### src/rtl/muldiv_pkg.sv
// Shared definitions for the sequential multiply/divide unit: operation
// encodings, controller state type and the default datapath width.
package muldiv_pkg;

  localparam int DEFAULT_WIDTH = 32;

  localparam logic OP_MUL = 1'b0;
  localparam logic OP_DIV = 1'b1;

  typedef enum logic [1:0] {
    IDLE = 2'd0,
    CALC = 2'd1,
    FIX  = 2'd2,
    DONE = 2'd3
  } state_t;

  // Operations that skip the iterative loop and finish one edge after accept.
  typedef enum logic [1:0] {
    BYP_NONE = 2'd0,
    BYP_DIV0 = 2'd1,
    BYP_MUL0 = 2'd2
  } bypass_t;

endpackage

### src/rtl/muldiv_step.sv
// One radix-2 iteration: shift-add for multiply, restoring shift-subtract
// for divide, both on unsigned magnitudes held in a WIDTH+1-bit accumulator.
module muldiv_step
  import muldiv_pkg::*;
#(
  parameter int WIDTH = DEFAULT_WIDTH
) (
  input  logic             operation,
  input  logic [WIDTH:0]   acc,
  input  logic [WIDTH-1:0] mq,
  input  logic [WIDTH-1:0] operand,
  output logic [WIDTH:0]   acc_next,
  output logic [WIDTH-1:0] mq_next
);

  logic [WIDTH:0] sum;
  logic [WIDTH:0] shifted;
  logic [WIDTH:0] diff;

  // Multiply consumes the multiplier from mq bit 0 and shifts product bits
  // into mq from the top; divide shifts dividend bits out of mq into the
  // remainder and shifts quotient bits in at the bottom.
  always_comb begin
    sum      = acc + {1'b0, operand};
    shifted  = {acc[WIDTH-1:0], mq[WIDTH-1]};
    diff     = shifted - {1'b0, operand};
    acc_next = acc;
    mq_next  = mq;
    if (operation == OP_MUL) begin
      if (mq[0]) begin
        acc_next = {1'b0, sum[WIDTH:1]};
        mq_next  = {sum[0], mq[WIDTH-1:1]};
      end else begin
        acc_next = {1'b0, acc[WIDTH:1]};
        mq_next  = {acc[0], mq[WIDTH-1:1]};
      end
    end else begin
      // The remainder stays below the divisor, so a set top bit of the
      // difference means the trial subtraction went negative.
      if (!diff[WIDTH]) begin
        acc_next = diff;
        mq_next  = {mq[WIDTH-2:0], 1'b1};
      end else begin
        acc_next = shifted;
        mq_next  = {mq[WIDTH-2:0], 1'b0};
      end
    end
  end

endmodule

### src/rtl/seq_muldiv_unit.sv
// Sequential signed/unsigned multiply-divide unit with a valid/ready request
// and result handshake. Define MULDIV_ZERO_BYPASS_EN to shortcut zero multiplies.
module seq_muldiv_unit
  import muldiv_pkg::*;
#(
  parameter int WIDTH = DEFAULT_WIDTH
) (
  input  logic             clk,
  input  logic             rst,
  input  logic             start_valid,
  output logic             start_ready,
  input  logic [WIDTH-1:0] operand_a,
  input  logic [WIDTH-1:0] operand_b,
  input  logic             operation,
  input  logic             is_signed,
  output logic             result_valid,
  input  logic             result_ready,
  output logic [WIDTH-1:0] result,
  output logic [WIDTH-1:0] result_hi,
  output logic             overflow,
  output logic             zero,
  output logic             div_by_zero
);

  localparam int CW = $clog2(WIDTH);
  localparam logic [WIDTH-1:0] MOST_NEG = {1'b1, {(WIDTH-1){1'b0}}};

  state_t           state;
  state_t           state_next;
  logic [CW-1:0]    count;
  logic             accept;

  logic             op_q;
  logic             signed_q;
  logic             neg_q;
  logic             neg_rem_q;
  logic             div_ovf_q;
  bypass_t          bypass_q;
  bypass_t          bypass_in;
  logic [WIDTH-1:0] a_raw_q;
  logic [WIDTH-1:0] operand_q;
  logic [WIDTH:0]   acc_q;
  logic [WIDTH-1:0] mq_q;
  logic [WIDTH:0]   acc_next;
  logic [WIDTH-1:0] mq_next;

  logic             a_neg;
  logic             b_neg;
  logic [WIDTH-1:0] a_mag;
  logic [WIDTH-1:0] b_mag;

  logic [2*WIDTH-1:0] prod_mag;
  logic [2*WIDTH-1:0] prod;
  logic [WIDTH-1:0]   quot;
  logic [WIDTH-1:0]   rem;
  logic [WIDTH-1:0]   fix_lo;
  logic [WIDTH-1:0]   fix_hi;
  logic               fix_ovf;

  assign accept = start_valid && start_ready;

  always_ff @(posedge clk) begin
    if (rst) begin
      state <= IDLE;
    end else begin
      state <= state_next;
    end
  end

  always_comb begin
    state_next   = state;
    start_ready  = 1'b0;
    result_valid = 1'b0;
    case (state)
      IDLE: begin
        start_ready = 1'b1;
        if (start_valid) begin
          state_next = CALC;
        end
      end
      CALC: begin
        if (bypass_q != BYP_NONE) begin
          state_next = DONE;
        end else if (count == '0) begin
          state_next = FIX;
        end
      end
      FIX: begin
        state_next = DONE;
      end
      DONE: begin
        result_valid = 1'b1;
        if (result_ready) begin
          state_next = IDLE;
        end
      end
      default: begin
        state_next = IDLE;
      end
    endcase
  end

  // The loop works on magnitudes; signs are reapplied in FIX.
  always_comb begin
    a_neg = is_signed && operand_a[WIDTH-1];
    b_neg = is_signed && operand_b[WIDTH-1];
    a_mag = a_neg ? -operand_a : operand_a;
    b_mag = b_neg ? -operand_b : operand_b;
  end

  always_comb begin
    bypass_in = BYP_NONE;
    if (operation == OP_DIV && operand_b == '0) begin
      bypass_in = BYP_DIV0;
    end
`ifdef MULDIV_ZERO_BYPASS_EN
    if (operation == OP_MUL && (operand_a == '0 || operand_b == '0)) begin
      bypass_in = BYP_MUL0;
    end
`endif
  end

  muldiv_step #(
    .WIDTH(WIDTH)
  ) u_step (
    .operation(op_q),
    .acc      (acc_q),
    .mq       (mq_q),
    .operand  (operand_q),
    .acc_next (acc_next),
    .mq_next  (mq_next)
  );

  always_comb begin
    prod_mag = {acc_q[WIDTH-1:0], mq_q};
    prod     = neg_q ? -prod_mag : prod_mag;
    quot     = neg_q ? -mq_q : mq_q;
    rem      = neg_rem_q ? -acc_q[WIDTH-1:0] : acc_q[WIDTH-1:0];
    if (op_q == OP_MUL) begin
      fix_lo  = prod[WIDTH-1:0];
      fix_hi  = prod[2*WIDTH-1:WIDTH];
      fix_ovf = signed_q ? (fix_hi != {WIDTH{fix_lo[WIDTH-1]}}) : (|fix_hi);
    end else begin
      fix_lo  = quot;
      fix_hi  = rem;
      fix_ovf = div_ovf_q;
    end
  end

  // Operand latch, iteration registers and result registers. Results only
  // change on the edge entering DONE, so they hold under backpressure.
  always_ff @(posedge clk) begin
    if (rst) begin
      count       <= '0;
      op_q        <= OP_MUL;
      signed_q    <= 1'b0;
      neg_q       <= 1'b0;
      neg_rem_q   <= 1'b0;
      div_ovf_q   <= 1'b0;
      bypass_q    <= BYP_NONE;
      a_raw_q     <= '0;
      operand_q   <= '0;
      acc_q       <= '0;
      mq_q        <= '0;
      result      <= '0;
      result_hi   <= '0;
      overflow    <= 1'b0;
      zero        <= 1'b0;
      div_by_zero <= 1'b0;
    end else if (accept) begin
      count     <= CW'(WIDTH - 1);
      op_q      <= operation;
      signed_q  <= is_signed;
      a_raw_q   <= operand_a;
      bypass_q  <= bypass_in;
      acc_q     <= '0;
      neg_q     <= a_neg ^ b_neg;
      div_ovf_q <= (operation == OP_DIV) && is_signed &&
                   (operand_a == MOST_NEG) && (&operand_b);
      if (operation == OP_MUL) begin
        operand_q <= a_mag;
        mq_q      <= b_mag;
        neg_rem_q <= 1'b0;
      end else begin
        operand_q <= b_mag;
        mq_q      <= a_mag;
        neg_rem_q <= a_neg;
      end
    end else if (state == CALC) begin
      if (bypass_q == BYP_DIV0) begin
        result      <= '1;
        result_hi   <= a_raw_q;
        overflow    <= 1'b1;
        zero        <= 1'b0;
        div_by_zero <= 1'b1;
      end else if (bypass_q == BYP_MUL0) begin
        result      <= '0;
        result_hi   <= '0;
        overflow    <= 1'b0;
        zero        <= 1'b1;
        div_by_zero <= 1'b0;
      end else begin
        acc_q <= acc_next;
        mq_q  <= mq_next;
        count <= count - CW'(1);
      end
    end else if (state == FIX) begin
      result      <= fix_lo;
      result_hi   <= fix_hi;
      overflow    <= fix_ovf;
      zero        <= (fix_lo == '0);
      div_by_zero <= 1'b0;
    end
  end

endmodule

### config.mk
export PLATFORM = sky130hd
export DESIGN_NAME = seq_muldiv_unit
export DESIGN_NICKNAME = d
export VERILOG_FILES = /design/src/rtl/muldiv_pkg.sv /design/src/rtl/muldiv_step.sv /design/src/rtl/seq_muldiv_unit.sv
export SDC_FILE = /design/constraint.sdc
export NUM_CORES = 1
export LEC_CHECK = 0
export CAP_MARGIN = 20
export CORE_ASPECT_RATIO = 1.1
export CORE_MARGIN = 3
export CORE_UTILIZATION = 61
export DETAILED_ROUTE_END_ITERATION = 7
export PLACE_DENSITY = 0.85
export SYNTH_ARGS = -nofsm -noshare
export SYNTH_HDL_FRONTEND = slang
export SYNTH_HIERARCHICAL = 1
export SYNTH_SLANG_ARGS = --single-unit
### constraint.sdc
create_clock -name clk -period 4.7 [get_ports clk]
set_input_delay 0.705 -clock clk [delete_from_list [all_inputs] [get_ports clk]]
set_output_delay 0.705 -clock clk [all_outputs]
set_load 0.05 [all_outputs]
---- Word level (Yosys, flattened, before mapping) ----
Cells that the tools add are included.
word-level totals
  register bits ........................... 210
  bits of input ports ..................... 70
  word-level logic and storage cells ...... 114
cells by class
  $add $sub $neg .......................... 8
  equal/unequal tests ..................... 13
  muxes and demuxes ....................... 51
  bitwise gates (word level) .............. 4
  reduce and logical (&&, ||, !) cells .... 21
operator list
  kind                  number
  $mux 32               22
  $neg 32->32           4
  $mux 33               2
  $logic_not 32->1      2
  $mux 64               1
  $neg 64->64           1
  $add 33x32->33        1
  $sub 33x32->33        1
  $eq 32x32->1 const B  1
  $ne 32x32->1          1
  $reduce_and 32->1     1
  $reduce_or 32->1      1
  $mux 5                4
  $mux 1                17
  $reduce_and 3->1      4
  $mux 2                4
  $ne 2x2->1 const B    4
  $pmux 2 s4            1
  $logic_and 1x1->1     7
  $eq 2x2->1 const B    3
  $reduce_bool 2->1     3
  $logic_not 5->1       1
  $sub 5x1->5 const B   1
  $eq 2x1->1 const B    2
  6 further kinds       8

---- Longest topological paths before layout ----
Gate-level depths: netlist (run 1).
  depth in word-level cells ............... 7
  gate-level depth with buffers ........... 21
  depth with buffers taken out ............ 20

---- By module ----
Netlist (run 1), hierarchy kept.
modules (own cells, without submodules)
  module           times used  cells an instance  area an instance (µm²)  seq. area each (µm²)
  seq_muldiv_unit  1           1,791              13,087.6                4,184.0
  muldiv_step      1           711                4,877.2                 0.0

---- Worst setup path after synthesis (run 1) ----
OpenSTA, ideal clock, no wires.
  path kind ............................... flip-flop to flip-flop
  start ................................... register mq_q[31]
  end ..................................... register acc_q[1]
  setup time .............................. 70 ps
  arrival ................................. 3,935 ps
  path slack .............................. 695 ps
  cell stages (with the launch flop) ...... 22
  period minus slack after synthesis ...... 4,005 ps
  path through ............................ dfxtp_1 inv_1 ha_1 fa_1 nor2b_1 o31a_1 o2111ai_1 a21o_1 a21oi_1 a21oi_1 o31a_1 o21bai_1 a21o_1 ha_1 clkbuf_1 inv_1 clkbuf_1 mux2i_1 nand2_1 o21ai_0 nand2_1 a21oi_1
on the way
  cells in the longest elaborated chain, start to end .. 3
RTL lines
  what                    RTL line                source
  start, declared         seq_muldiv_unit.sv:43   logic [WIDTH-1:0] mq_q;
  start signal, assigned  seq_muldiv_unit.sv:182  mq_q <= b_mag;
  start signal, assigned  seq_muldiv_unit.sv:186  mq_q <= a_mag;
  start signal, assigned  seq_muldiv_unit.sv:204  mq_q <= mq_next;
  $sub 33x32->33          muldiv_step.sv:26       diff = shifted - {1'b0, operand};
  $mux 33                 muldiv_step.sv:40       if (!diff[WIDTH]) begin
  $mux 33                 muldiv_step.sv:29       if (operation == OP_MUL) begin
  net acc_next[1]         seq_muldiv_unit.sv:44   logic [WIDTH:0] acc_next;
  end signal, assigned    seq_muldiv_unit.sv:203  acc_q <= acc_next;
  end, declared           seq_muldiv_unit.sv:42   logic [WIDTH:0] acc_q;
The timed path passes the listed nets, and every way through them passes these cells.
A chain may end at the register's enable or synchronous reset.

---- Worst setup path in the final report (run 1) ----
  start ................................... register mq_q[31]
  end ..................................... register acc_q[15]
The elaborated chain is that of the path after synthesis.

==> run_results.csv, run 1 <==
group,metric,value,unit
global_routing,grt-ovfl-total,0,
drt,drc_errors,0,
placed_design,globalplace.congestion,1.04,
setup_path,criticalPathCategory,"reg -> reg",
logic_synthesis,ys_seq_area_share,23.3,%
placed_design,dp_hpwl,50300,um
cells_and_area,final_nets,2699,
logic_synthesis,synth_simple_gate_area_share,24.2,%
drt,detail_route.wl_per_cell,23.1,um
logic_synthesis,synthMuxAreaShare,3.57,%
setup_path,endpoint_kind,"flip-flop",
floorplanning,dieArea,31500,sq um
worst_hold_path,hold_path_depth,2,
global_routing,grt_pass1_vias,17900,
cts,post_cts_buffers,0,
logic_synthesis,synth_edf_count,0,
cts,htreeDepth,1,
logic_synthesis,synth-main-ff-cell,"dfxtp_1",
logic_synthesis,synth.top_cells.by_count,"nand2_1 (408), a21oi_1 (250), nor2_1 (227), dfxtp_1 (209), clkbuf_1 (148)",
logic_synthesis,synth_fp_nets,2649,
cells_and_area,drive_above_1_share,8.95,%
timing,hold_viol,0,
outcome,outcome,"finished, final reports clean",
setup_path,critPathArrivalTime,4.87,ns
pwr,p_total,12.5,mW
logic_synthesis,syn_inst,2502,
floorplanning,rows,65,
pwr,p_sw,6.47,mW
floorplanning,die_h,186,um
logic_synthesis,synthArstFlopShare,0,%
global_routing,antenna_found_initial,2,
cts,clock_sinks,209,
cts,root_buffer,"clkbuf_16",
floorplanning,core_area,28900,sq um
cts,cts_buffers,24,
setup_path,r2r_slack,0.23,ns
timing,fmax,224,MHz
cts,clk_path_buf_depth,3,
setup_path,crit_fanout,17,
drt,num_vias,19900,
drt,first_pass_iters,6,
logic_synthesis,synth_area_leaders,"dfxtp_1 (23%), nand2_1 (8.5%), a21oi_1 (7.0%)",
cts,clk_pin_slew,0.06,ns
logic_synthesis,synth_top_family_by_area,"compound AO/OA/AOI/OAI gates",
pwr,seqPwrFrac,23.0,%
setup_path,reg2regPathDepth,19,
timing,rsz0062_at_grt,"no",
cts,cts_tree,"yes",
logic_synthesis,synth-seq-cells,209,
pwr,ir_drop,0.420,mV
cells_and_area,syn_to_final_growth,13.9,%
setup_path,critical_path.startpoint_type,"flip-flop",
logic_synthesis,ys_warn_count,6,
timing,clock_skew,0.0116,ns
drt,drt_iter0_drc,3041,
flow_run,maxCapViolCount,0,
drt,routed_wl,67700,um
cells_and_area,antenna_cells,0,
timing,tns,0,ns
pwr,p_int,5.98,mW
drt,ant_nets,0,
timing,worst_slew_pin_slew,1.19,ns
cells_and_area,utilization,70.9,%
drt,viasPerCell,6.77,
timing,timing.hold.ws,0.456,ns
logic_synthesis,synth.avg_cell_area,7.18,sq um
pwr,comb_power_share,61.3,%
placed_design,dp_slack,0.304,ns
placed_design,portBuffers,138,
cells_and_area,finalInstanceArea,20500,sq um
pwr,p_sw_share,52.0,%
pwr,p_leak,7.68,nW
cells_and_area,multi_input_area,12700,sq um
placed_design,dp.cells,2893,
timing,slew_headroom,20.7,%
timing,setup_viol,0,
global_routing,grt_use_total,41.0,%
worst_hold_path,hold_path_class,"reg -> reg",
logic_synthesis,yosysMostFrequentCell,"nand2_1",
cells_and_area,final_cells,2937,
logic_synthesis,synth_top_area_share,23.3,%
timing,period_share,95.2,%
logic_synthesis,synth_compound_area_share,27.7,%
pwr,powerDensity,609,nW/um^2
pwr,clock_power_share,15.7,%
setup_path,worstPathRequired,5.10,ns
global_routing,grt_max_degree,108,
logic_synthesis,yosysTopAreaCell,"dfxtp_1",
floorplanning,die_w,170,um
placed_design,place_area,19600,sq um
logic_synthesis,synthAdderAreaFrac,5.45,%
cts,clkLatencyLatePin,0.54,ns
timing,period_needed,4.47,ns
logic_synthesis,syn_area,18000,sq um
cells_and_area,fill_cells,2381,
global_routing,grt_pass1_wl,102000,um
timing,fin_ws,0.228,ns
logic_synthesis,synthDistinctLibCells,95,
cells_and_area,seq_area,4190,sq um
timing,drv_slew,0,
floorplanning,start_util,62.2,%
logic_synthesis,synthXorXnorAreaFrac,9.90,%
floorplanning,ios,139,
[layer usage]
metal  GRT usage [%]  routed length (um)  up-vias
li1                -                   -     9115
met1            55.2               26800     9208
met2            61.5               28900     1297
met3            8.77                7780      249
met4            22.0                4200        0
met5               0                   0        -
[logic make-up after synthesis]
| group | Yosys count |
|---|---|
| buffers and inverters | 265 |
| adder cells (fa/ha/maj) | 77 |
| AO/OA/AOI/OAI | 748 |
| flip-flops | 209 |
| AND/OR/NAND/NOR | 940 |
| multiplexers | 60 |
| XOR/XNOR | 203 |
[path summary, 6_finish.rpt]
| kind | from | endpoint |
|---|---|---|
| worst max-delay path | mq_q[31] | acc_q[15] |
| worst min-delay path | a_raw_q[30] | a_raw_q[30] |
| worst min register to register | a_raw_q[30] | a_raw_q[30] |
| worst max register to register | mq_q[31] | acc_q[15] |
[timing repair]
action,in CTS,in global routing
hold buffers,0,0
endpoints found under the hold margin,0,0
setup endpoints to repair,0,3
gates resized for setup,0,2
[final cells by class]
type / count / area share, %
inverters: 78 / 1.43
clock inverters: 14 / 0.667
multi-input cells: 2028 / 62.3
repair buffers: 211 / 9.62
well taps: 368 / 2.25
clock buffers: 29 / 3.28
flip-flops and latches: 209 / 20.5
[sequential cells by signal (all words and copies together), names as in the netlist]
register / flops
acc_q: 33
op_q: 1
operand_q: 32
neg_rem_q: 1
count: 5
div_ovf_q: 1
a_raw_q: 32
signed_q: 1
div_by_zero: 1
result_hi: 32
overflow: 1
state: 2
neg_q: 1
zero: 1
bypass_q: 1
mq_q: 32
result: 32
[layout by cell type (no fill, tap or decap), types with 6 or more instances in the layout]
master,Yosys,routed
nand3_1,31,31
mux2i_1,28,28
nand4_1,29,29
clkbuf_16,0,25
o21ai_0,101,101
nor4_1,30,30
and3_1,8,7
a31oi_1,24,24
and2_1,11,10
o31ai_1,27,27
a21oi_1,250,250
nand3b_1,6,6
clkdlybuf4s50_1,0,136
nor3_1,46,46
a211oi_1,94,94
o41ai_1,18,18
o21bai_1,11,11
o211ai_1,44,44
xnor2_1,99,99
or3_1,21,21
o22ai_1,8,8
mux2_2,31,31
nand2b_1,13,11
nor2_1,227,226
a311oi_1,34,34
nor2b_1,28,28
or2_2,23,23
a22oi_1,8,8
xor2_1,104,104
inv_1,77,76
nand2_1,408,406
a21o_1,28,28
o21ai_1,10,10
buf_4,5,71
dfxtp_1,209,207
ha_1,75,74
or4_1,25,25
o21a_1,7,7
[power groups by stage]
stage | sequential [mW] | combinational (mW) | clock (mW)
after floorplan | 3.69 | 4.17 | 0
after global placement | 2.85 | 7.25 | 0
after detailed placement | 2.87 | 7.38 | 0
after CTS | 2.84 | 7.43 | 1.95
after global routing | 2.91 | 8.11 | 2.02
final | 2.87 | 7.63 | 1.95
[worst max-delay path, cell delays in order (launching register included)]
cell and delay (ns):
dfxtp_1 0.33, inv_1 0.06, ha_1 0.23, fa_1 0.41, nor2b_1 0.17, o31a_1 0.24, o2111ai_1 0.20, a21o_1 0.22
a21oi_1 0.30, a21oi_1 0.23, o31a_1 0.36, o21bai_1 0.19, a21o_1 0.14, ha_1 0.20, buf_4 0.28, buf_4 0.26
mux2i_1 0.25, o21ai_0 0.11, nand2_1 0.07, a21oi_1 0.06
Note: power is estimated with default switching activity, not from simulation.
==> inputs of run 2 (changes only) <==
--- a/config.mk
+++ b/config.mk
@@ -5,12 +5,12 @@
 export SDC_FILE = /design/constraint.sdc
 export NUM_CORES = 1
 export LEC_CHECK = 0
-export CAP_MARGIN = 20
 export CORE_ASPECT_RATIO = 1.1
 export CORE_MARGIN = 3
 export CORE_UTILIZATION = 61
 export DETAILED_ROUTE_END_ITERATION = 7
 export PLACE_DENSITY = 0.85
+export REMOVE_ABC_BUFFERS = 1
 export SYNTH_ARGS = -nofsm -noshare
 export SYNTH_HDL_FRONTEND = slang
 export SYNTH_HIERARCHICAL = 1
==> run_results.csv, run 2 (synthesis results as in run 1) <==
group,metric,value,unit
setup_path,r2r_end,"overflow",
pwr,p_leak,7.71,nW
cells_and_area,multi_input_area,12700,sq um
placed_design,dp.cells,2892,
worst_hold_path,hold_path_class,"reg -> reg",
placed_design,portBuffers,138,
drt,first_pass_iters,6,
floorplanning,core_area,28900,sq um
cts,clk_path_buf_depth,3,
placed_design,dp_slack,0.401,ns
cells_and_area,seq_area,4190,sq um
pwr,ir_drop,1.02,mV
cts,htreeDepth,1,
global_routing,grt_pass1_vias,18500,
global_routing,grt_max_degree,87,
setup_path,crit_fanout,16,
cells_and_area,utilization,71.1,%
cells_and_area,antenna_cells,0,
setup_path,criticalPathCategory,"reg -> reg",
flow_run,maxCapViolCount,0,
cts,cts_tree,"yes",
drt,wl_met3,6770,um
worst_hold_path,hold_path_depth,2,
setup_path,critPathArrivalTime,4.74,ns
floorplanning,die_h,186,um
timing,rsz0062_at_grt,"no",
placed_design,globalplace.congestion,0.983,
timing,period_share,92.0,%
drt,drc_errors,0,
cells_and_area,fill_cells,2391,
outcome,outcome,"finished, final reports clean",
setup_path,critical_path.startpoint_type,"flip-flop",
cells_and_area,top_register,"acc_q",
setup_path,worstPathRequired,5.11,ns
cts,post_cts_resize_count,0,
cells_and_area,largest_reg_flops,33,
cts,root_buffer,"clkbuf_16",
drt,wl_met2,29100,um
timing,hold_viol,0,
cts,postCtsHoldBufs,0,
drt,detail_route.wl_per_cell,22.8,um
cells_and_area,final_cells,2938,
timing,fin_ws,0.374,ns
global_routing,antenna_found_initial,2,
pwr,powerDensity,615,nW/um^2
timing,drv_slew,0,
setup_path,r2r_slack,0.37,ns
cells_and_area,syn_to_final_growth,14.3,%
global_routing,grt-ovfl-total,0,
drt,wl_met1,27000,um
placed_design,dp_hpwl,48500,um
timing,clock_skew,0.0157,ns
cells_and_area,final_nets,2698,
timing,timing.hold.ws,0.455,ns
timing,slew_headroom,33.0,%
drt,topRoutingLayerUsed,"met5",
drt,viasPerCell,6.78,
setup_path,critPathLaunch,"mq_q[16]",
floorplanning,start_util,62.2,%
cts,post_cts_buffers,0,
floorplanning,ios,139,
drt,num_vias,19900,
drt,drt_iter0_drc,2669,
cells_and_area,layout.cells.most_common,"nand2_1",
floorplanning,die_w,170,um
cts,cts_buffers,25,
timing,worst_slew_pin_slew,1.00,ns
global_routing,grt_pass1_wl,102000,um
timing,period_needed,4.33,ns
timing,setup_viol,0,
floorplanning,dieArea,31500,sq um
cells_and_area,drive_above_1_share,8.91,%
floorplanning,rows,65,
cts,clk_pin_slew,0.06,ns
cts,clkLatencyLatePin,0.54,ns
drt,ant_nets,0,
setup_path,reg2reg_from,"mq_q[16]",
worst_hold_path,whs_endpoint,"a_raw_q[22]",
worst_hold_path,min_from,"a_raw_q[22]",
cells_and_area,final_cell_mix,"nand2_1 (407), a21oi_1 (249), nor2_1 (225), dfxtp_1 (207), clkdlybuf4s50_1 (136)",
setup_path,endpoint_kind,"flip-flop",
setup_path,reg2regPathDepth,9,
global_routing,grt_use_total,40.6,%
drt,routed_wl,67000,um
timing,fmax,231,MHz
cts,clock_sinks,209,
-- run 2: cell types whose count changed in the layout (fill, tap and decap cells not counted), moves of 2 or more --
cell,previous run,this run
bufinv_16,1,5
inv_6,5,1
clkbuf_8,3,6
clkbuf_1,1,3
-- run 2: through the flow --
stage,power [mW],TNS (ns),cell area (sq um)
after floorplan,7.71,-25.55,17200
after detailed placement,10.2,0,19600
final,12.6,0,20500
after CTS,12.4,0,20500
after global placement,10.0,0,19600
after global routing,13.2,0,20500
-- run 2: final cells by class --
type / instances / share of cell area [%]
tap: 368 / 2.24
inverter: 78 / 1.43
timing repair buffer: 209 / 9.35
multi-input combinational: 2028 / 62.1
clock inverter: 12 / 0.993
sequential: 209 / 20.4
clock buffer: 34 / 3.50
-- run 2: report_power, final --
part / switching [mW] / internal [mW]
logic: 5.02 / 2.56
registers: 0.543 / 2.31
clock network: 0.837 / 1.35
total: 6.40 / 6.23
-- run 2: critical path, cell delays in order, from the launching register on --
cell       delay [ns]
dfxtp_1          0.40
or4_4            0.61
or4_4            0.55
or3_1            0.71
o41ai_2          0.43
xnor2_1          0.26
nand4_1          0.14
or4_1            0.58
a2111oi_1        0.41
a21oi_1          0.10
-- run 2: worst max-delay path by stage --
stage,to,cells past startpoint,slack (ns)
2_1_floorplan,zero,11,-1.26
3_3_place_gp,acc_q[27],20,0.52
3_5_place_dp,acc_q[27],20,0.40
4_1_cts,acc_q[27],20,0.37
5_1_grt,acc_q[27],20,0.09
6_report,overflow,9,0.37
-- run 2: metal layers --
metal | global-route usage [%] | vias up
met5 | 0 | -
met4 | 21.7 | 2
met3 | 7.46 | 231
met2 | 63.0 | 1220
met1 | 53.7 | 9367
li1 | - | 9107
